===== src/rtl/rr_arb_pkg.sv =====
// Shared types and helpers for the round-robin lock arbiter.
package rr_arb_pkg;

  typedef enum logic {
    IDLE  = 1'b0,
    GRANT = 1'b1
  } arb_state_e;

  // Pointer position just past winner k in the search direction, modulo num.
  function automatic int ptr_after(input int k, input int num, input bit asc);
    if (asc) return (k == num - 1) ? 0 : k + 1;
    else     return (k == 0) ? num - 1 : k - 1;
  endfunction

endpackage


===== src/rtl/sp_arbiter.sv =====
// Fixed-priority pick: lowest set bit wins when LSB_HIGH=1, highest set bit otherwise.
module sp_arbiter #(
  parameter int NUM      = 4,
  parameter int LSB_HIGH = 1
) (
  input  logic [NUM-1:0]         req_i,
  output logic [NUM-1:0]         gnt_o,
  output logic [$clog2(NUM)-1:0] id_o,
  output logic                   vld_o
);

  localparam int ID_W = $clog2(NUM);

  always_comb begin
    gnt_o = '0;
    id_o  = '0;
    if (LSB_HIGH != 0) begin
      for (int i = NUM - 1; i >= 0; i--) begin
        if (req_i[i]) begin
          gnt_o    = '0;
          gnt_o[i] = 1'b1;
          id_o     = ID_W'(i);
        end
      end
    end else begin
      for (int i = 0; i < NUM; i++) begin
        if (req_i[i]) begin
          gnt_o    = '0;
          gnt_o[i] = 1'b1;
          id_o     = ID_W'(i);
        end
      end
    end
  end

  assign vld_o = |req_i;

endmodule


===== src/rtl/rr_lock_arbiter.sv =====
// Round-robin arbiter with owner lock; define RR_LOCK_ARB_HOLD_LIMIT_EN to cap
// a locked tenure at MAX_HOLD cycles.
//
//   state | meaning
//   IDLE  | no grant outstanding, gnt_o = 0
//   GRANT | exactly one owner, gnt_o one-hot
module rr_lock_arbiter
  import rr_arb_pkg::*;
#(
  parameter int NUM      = 4,
  parameter int LSB_HIGH = 1,
  parameter int MAX_HOLD = 8
) (
  input  logic                   clk_i,
  input  logic                   rst_i,
  input  logic [NUM-1:0]         req_i,
  input  logic [NUM-1:0]         lock_i,
  output logic [NUM-1:0]         gnt_o,
  output logic [$clog2(NUM)-1:0] gnt_id_o,
  output logic                   gnt_vld_o
);

  localparam int ID_W = $clog2(NUM);
  localparam logic [ID_W-1:0] PTR_RST = (LSB_HIGH != 0) ? '0 : ID_W'(NUM - 1);

  arb_state_e      state_q, state_d;
  logic [NUM-1:0]  gnt_q, gnt_d;
  logic [ID_W-1:0] gnt_id_q, gnt_id_d;
  logic [ID_W-1:0] ptr_q, ptr_d;

  logic            hold_req, hold_ok;
  logic [NUM-1:0]  cand, mask, masked;
  logic [NUM-1:0]  m_gnt, a_gnt, win_oh;
  logic [ID_W-1:0] m_id, a_id, win_id;
  logic            m_vld, a_vld;

  assign hold_req = (state_q == GRANT) && (|(req_i & lock_i & gnt_q));

`ifdef RR_LOCK_ARB_HOLD_LIMIT_EN
  localparam int HOLD_W = $clog2(MAX_HOLD);
  logic [HOLD_W-1:0] hold_cnt_q, hold_cnt_d;
  logic [NUM-1:0]    others;
  logic              force_rel;

  assign hold_ok   = hold_req && (hold_cnt_q != HOLD_W'(MAX_HOLD - 1));
  assign force_rel = hold_req && !hold_ok;
  assign others    = req_i & ~gnt_q;
  // A capped owner steps aside only if someone else is waiting.
  assign cand      = (force_rel && (|others)) ? others : req_i;
`else
  assign hold_ok = hold_req;
  assign cand    = req_i;
`endif

  always_comb begin
    mask = '0;
    for (int i = 0; i < NUM; i++) begin
      mask[i] = (LSB_HIGH != 0) ? (ID_W'(i) >= ptr_q) : (ID_W'(i) <= ptr_q);
    end
  end

  assign masked = cand & mask;

  sp_arbiter #(.NUM(NUM), .LSB_HIGH(LSB_HIGH)) u_pick_mask (
    .req_i (masked),
    .gnt_o (m_gnt),
    .id_o  (m_id),
    .vld_o (m_vld)
  );

  sp_arbiter #(.NUM(NUM), .LSB_HIGH(LSB_HIGH)) u_pick_any (
    .req_i (cand),
    .gnt_o (a_gnt),
    .id_o  (a_id),
    .vld_o (a_vld)
  );

  assign win_oh = m_vld ? m_gnt : a_gnt;
  assign win_id = m_vld ? m_id  : a_id;

  always_ff @(posedge clk_i) begin
    if (rst_i) begin
      state_q    <= IDLE;
      gnt_q      <= '0;
      gnt_id_q   <= '0;
      ptr_q      <= PTR_RST;
`ifdef RR_LOCK_ARB_HOLD_LIMIT_EN
      hold_cnt_q <= '0;
`endif
    end else begin
      state_q    <= state_d;
      gnt_q      <= gnt_d;
      gnt_id_q   <= gnt_id_d;
      ptr_q      <= ptr_d;
`ifdef RR_LOCK_ARB_HOLD_LIMIT_EN
      hold_cnt_q <= hold_cnt_d;
`endif
    end
  end

  always_comb begin
    state_d  = IDLE;
    gnt_d    = '0;
    gnt_id_d = '0;
    ptr_d    = ptr_q;
`ifdef RR_LOCK_ARB_HOLD_LIMIT_EN
    hold_cnt_d = '0;
`endif
    if (hold_ok) begin
      state_d  = GRANT;
      gnt_d    = gnt_q;
      gnt_id_d = gnt_id_q;
`ifdef RR_LOCK_ARB_HOLD_LIMIT_EN
      hold_cnt_d = hold_cnt_q + 1'b1;
`endif
    end else if (a_vld) begin
      state_d  = GRANT;
      gnt_d    = win_oh;
      gnt_id_d = win_id;
      ptr_d    = ID_W'(ptr_after(int'(win_id), NUM, LSB_HIGH != 0));
    end
  end

  always_comb begin
    gnt_o     = gnt_q;
    gnt_id_o  = gnt_id_q;
    gnt_vld_o = (state_q == GRANT);
  end

endmodule


===== config.mk =====
export PLATFORM = sky130hd
export DESIGN_NAME = rr_lock_arbiter
export DESIGN_NICKNAME = d
export VERILOG_FILES = /design/src/rtl/rr_arb_pkg.sv /design/src/rtl/sp_arbiter.sv /design/src/rtl/rr_lock_arbiter.sv
export SDC_FILE = /design/constraint.sdc
export NUM_CORES = 1
export LEC_CHECK = 0
export ABC_AREA = 1
export CAP_MARGIN = 20
export CORE_AREA = 8 8 45 47
export CTS_BUF_LIST = sky130_fd_sc_hd__clkbuf_8 sky130_fd_sc_hd__clkbuf_16
export DETAILED_ROUTE_END_ITERATION = 12
export DIE_AREA = 0 0 53 55
export GPL_ROUTABILITY_DRIVEN = 0
export PLACE_DENSITY = 0.69
export SYNTH_ARGS = -nofsm -noshare
export SYNTH_HDL_FRONTEND = slang
export SYNTH_SLANG_ARGS = --single-unit

===== constraint.sdc =====
create_clock -name clk_i -period 1.2 [get_ports clk_i]
set_input_delay 0.24 -clock clk_i [delete_from_list [all_inputs] [get_ports clk_i]]
set_output_delay 0.24 -clock clk_i [all_outputs]
set_load 0.005 [all_outputs]

======== Yosys cells after proc, flatten, opt, wreduce, memory -nomap -nowiden ========
Index checks and enable logic that the tools add are counted.
storage, ports and cells
  output and inout port bits .............. 7
  word-level logic and storage cells ...... 42
  input bits .............................. 10
  flip-flop bits (word level) ............. 9
cells by class
  magnitude comparators ................... 4
  equality and inequality tests ........... 1
  bitwise operators ....................... 4
  add/subtract/negate cells ............... 1
  reduce and logical (&&, ||, !) cells .... 5
  multiplexer cells ....................... 23
operator list
  operator                                                              number
  4-bit two-way mux                                                     10
  2-bit two-way mux                                                     11
  4-bit bitwise AND                                                     3
  4-bit OR reduction                                                    3
  1-bit by 2-bit >= comparator with 1-bit output, first input constant  2
  2-bit >= comparator, first input constant                             2
  2-bit by 1-bit adder with 2-bit output, second input constant         1
  2-bit by 1-bit == test with 1-bit output, second input constant       1
  1-bit two-way mux                                                     2
  2-bit AND reduction                                                   1
  1-bit logical AND                                                     1
  1-bit inverter                                                        1

======== Logic depth before layout (Yosys ltp) ========
  word-level depth ........................ 9
  depth in mapped cells ................... 9
  depth with buffers taken out ............ 9

======== Cells and area by module ========
Synthesis repeated with hierarchy kept, for this count alone.
unflattened totals
  cell total of the unflattened synthesis .. 117
  area total of the unflattened synthesis .. 694.4 um2
modules (own cells, without submodules)
  module           area an instance (um2)  cells an instance  sequential area each (um2)  instances
  rr_lock_arbiter  564.3                   87                 180.2                       1
  sp_arbiter       65.1                    15                 0.0                         2

======== Worst setup path before layout ========
Ideal clock, no wire load.
  path kind ............................... reg-to-reg
  start ................................... register gnt_q[0] (netlist: gnt_o[0])
  end ..................................... register ptr_q[1]
  cell stages (with the launch flop) ...... 9
  required time ........................... 1.091 ns
  clock period less this slack ............ 1.071 ns
  path slack .............................. 0.129 ns
  setup time .............................. 0.109 ns
  arrival ................................. 0.962 ns
  buffers on the path ..................... 0
  cells stage by stage .................... dfxtp_1 nand3_1 nand2_2 o21ai_4 nand2_1 nand2_1 nand3_1 nand2_1 inv_1
between the ends
  longest elaborated chain between the ends .. 5
RTL lines
  element                        RTL line               source
  from (decl)                    rr_lock_arbiter.sv:27  logic [NUM-1:0] gnt_q, gnt_d;
  from (signal assigned)         rr_lock_arbiter.sv:92  gnt_q <= gnt_d;
  4-bit bitwise AND              rr_lock_arbiter.sv:37  assign hold_req = (state_q == GRANT) && (|(req_i & lock_i & gnt_q));
  4-bit OR reduction             rr_lock_arbiter.sv:37
  1-bit logical AND              rr_lock_arbiter.sv:37
  1-bit inverter (no line)       --
  2-bit AND reduction (no line)  --
  to (signal assigned)           rr_lock_arbiter.sv:94  ptr_q <= ptr_d;
  to (decl)                      rr_lock_arbiter.sv:29  logic [ID_W-1:0] ptr_q, ptr_d;
Every way passes these cells.
A chain may end at the register's enable or synchronous reset.

======== Final worst setup path ========
Same ends and word-level chain as after synthesis.

==> out/metrics.yaml <==
hold_viol: 0
synth_top_family_by_area: "simple AND/OR/NAND/NOR gates"
design.core.area_um2: 1380
reg2regPathDepth: 8
rr_endpoint: "ptr_q[1]"
cts_hold_buf: 0
rsz0062_at_grt: "true"
synth_compound_area_share_pct: 18.9
netlist_area_um2: 484
r2r-start: "gnt_o[0]"
grt_max_degree: 8
synth_edf_count: 0
vias: 611
synthXorXnorAreaFrac_pct: 0
drc: 0
avgSynthCellArea_um2: 6.54
cellPowerDensity_nw_per_um2: 1220
multi_input_area_um2: 299
crit_required_ps: 1330
status: "completed"
cts-root-buf: "clkbuf_8"
min_to: "gnt_id_o[1]"
cts_setup_buffers: 0
hpwl_um: 1100
overflow: 0
syn_nets: 84
clk_path_buf_depth: 2
postRouteAntennaNets: 0
synthCells: 74
synth-adder-area-share_pct: 0
fp-row-count: 14
avgViaCountPerCell: 5.09
clk_latency_ps: 240
yosysSeqAreaShare_pct: 37.2
cp_data_arrival_time_ps: 1290
synth_area_leaders: "dfxtp_1 37%, nand2_1 19%, a21oi_1 13%"
antenna_found_initial: 0
numPortBuffers: 16
synth-async-reset-ratio_pct: 0
critPathKind: "reg -> reg"
syn2layout_area_growth_pct: 63.6
grt_pass1_wl_um: 2230
skew_ps: 3.53
max_freq_ghz: 0.867
synth_warnings: 0
die_height_um: 55
worst_setup_path_start_kind: "flip-flop"
reg2reg_setup_slack_ps: 50
maxCapViolations: 0
cts_tree: "built"
holdCritStartpoint: "gnt_id_o[1]"
fin_nets: 115
max_slew_margin_pct: 83.3
period_needed_ps: 1150
track_usage_pct: 10.2
clk_pin_slew_ps: 50
cts_sinks: 9
antennaDiodeCount: 0
synth_top_flop_cell: "dfxtp_1"
irDropWorstVdd_mv: 0.734
synth_top_area_share_pct: 37.2
ys_types: 12
ios: 17
yosys-top-cells-count: "25 x nand2_1, 13 x a21oi_1, 9 x dfxtp_1, 8 x nand3_1"
worst_slew_pin_slew_ps: 250
wirelength_um: 1450
yosysMostFrequentCell: "nand2_1"
die_w_um: 53
slew_viol_final: 0
ff_latch_area_um2: 185
whs_path_depth: 2
grt_pass1_vias: 581
numCtsBuffers: 3
synth-seq-cells: 9
worstHoldPathType: "reg -> reg"
die-area_um2: 2920
period_share_pct: 96.2
yosys.area_share.simple_pct: 38.2
finalPower_w: 0.000969
drt_pass1_iterations: 4
critPathCaptureType: "flip-flop"
initial_core_util_pct: 35.0
drive_gt1_share_pct: 30.8
setup_viol: 0
synth_largest_area_cell: "dfxtp_1"
cts_max_level: 1
wl_per_cell_um: 12.1
final.setup.tns_ps: 0
synth.area.mux_share_pct: 0
fin_util_pct: 57.2
path_max_fanout: 7
n_fill_cell: 141
drt_iter0_markers: 12
p_leak_nw: 0.398
sequential cells by signal (all words and copies together), names as in the netlist:
| name | count |
|---|---|
| gnt_o | 4 |
| ptr_q | 2 |
| gnt_id_o | 2 |
| gnt_vld_o | 1 |
through the flow:
step                setup WS [ps]  hold slack, ps  instances  cell area (um^2)
floorplan                     129             412         74               484
global placement             -417             452        116               742
detailed placement           -429             458        116               742
CTS                          31.7             463        120               779
global route                -35.9             492        120               792
finish                       46.1             457        120               792
layer usage:
metal  vias to the layer above  track usage, %  share of wire, %
li1                        303               -                 -
met1                       284            11.0                40
met2                        19            16.6                50
met5                         -               0                 0
met4                         0            7.76               2.8
met3                         5            3.21               6.9
power breakdown:
part	internal (W)	switching, W	total (W)
combinational	0.000118	0.000132	0.000251
clock	0.000223	0.000128	0.000351
sequential	0.000339	0.0000278	0.000367
total	0.000681	0.000288	0.000969
cells by family (layout without fill, tap and decap cells):
group                  count (synthesis)  after routing
AO/OA/AOI/OAI                         16             16
buffers and inverters                  7             37
flip-flops                             9              9
AND/OR/NAND/NOR                       42             42
cell type report:
class / count / share of cell area [%]
well taps: 16 / 2.53
flip-flops and latches: 9 / 23.4
inverters: 6 / 2.84
repair buffers: 27 / 27.8
clock buffers: 3 / 5.21
clock inverters: 1 / 0.474
multi-input cells: 58 / 37.8
worst max-delay path: stages (launching register included):
cell,delay [ps]
dfxtp_2,330
nand3_2,80
nand2_2,60
o21ai_4,250
nand2_1,100
nand2_1,80
nand3_1,60
nand2_1,60
inv_1,30
timing repair:
action,CTS,global route
gates resized for setup,20,8
endpoints found under the setup margin,15,6
pin swaps,8,5
how the worst max path moves through the flow:
stage,from,to,slack [ps],cells after the start
2_1_floorplan,gnt_o[0],ptr_q[1],130,8
3_3_place_gp,req_i[1],gnt_id_o[0],-420,7
3_5_place_dp,req_i[1],gnt_o[3],-430,7
4_1_cts,gnt_o[2],ptr_q[1],30,8
5_1_grt,gnt_o[0],ptr_q[1],-40,8
6_report,gnt_o[0],ptr_q[1],50,8
layout by cell type (no fill, tap or decap), types with 3 or more instances in the layout:
| cell | count |
|---|---|
| a21oi_1 | 11 |
| buf_4 | 11 |
| clkbuf_8 | 3 |
| dfxtp_1 | 5 |
| dfxtp_2 | 4 |
| dlygate4sd2_1 | 14 |
| inv_1 | 5 |
| nand2_1 | 24 |
| nand2_2 | 3 |
| nand3_1 | 6 |
| nand3_2 | 4 |
| nor2_1 | 4 |
(Power assumes the default switching activity.)
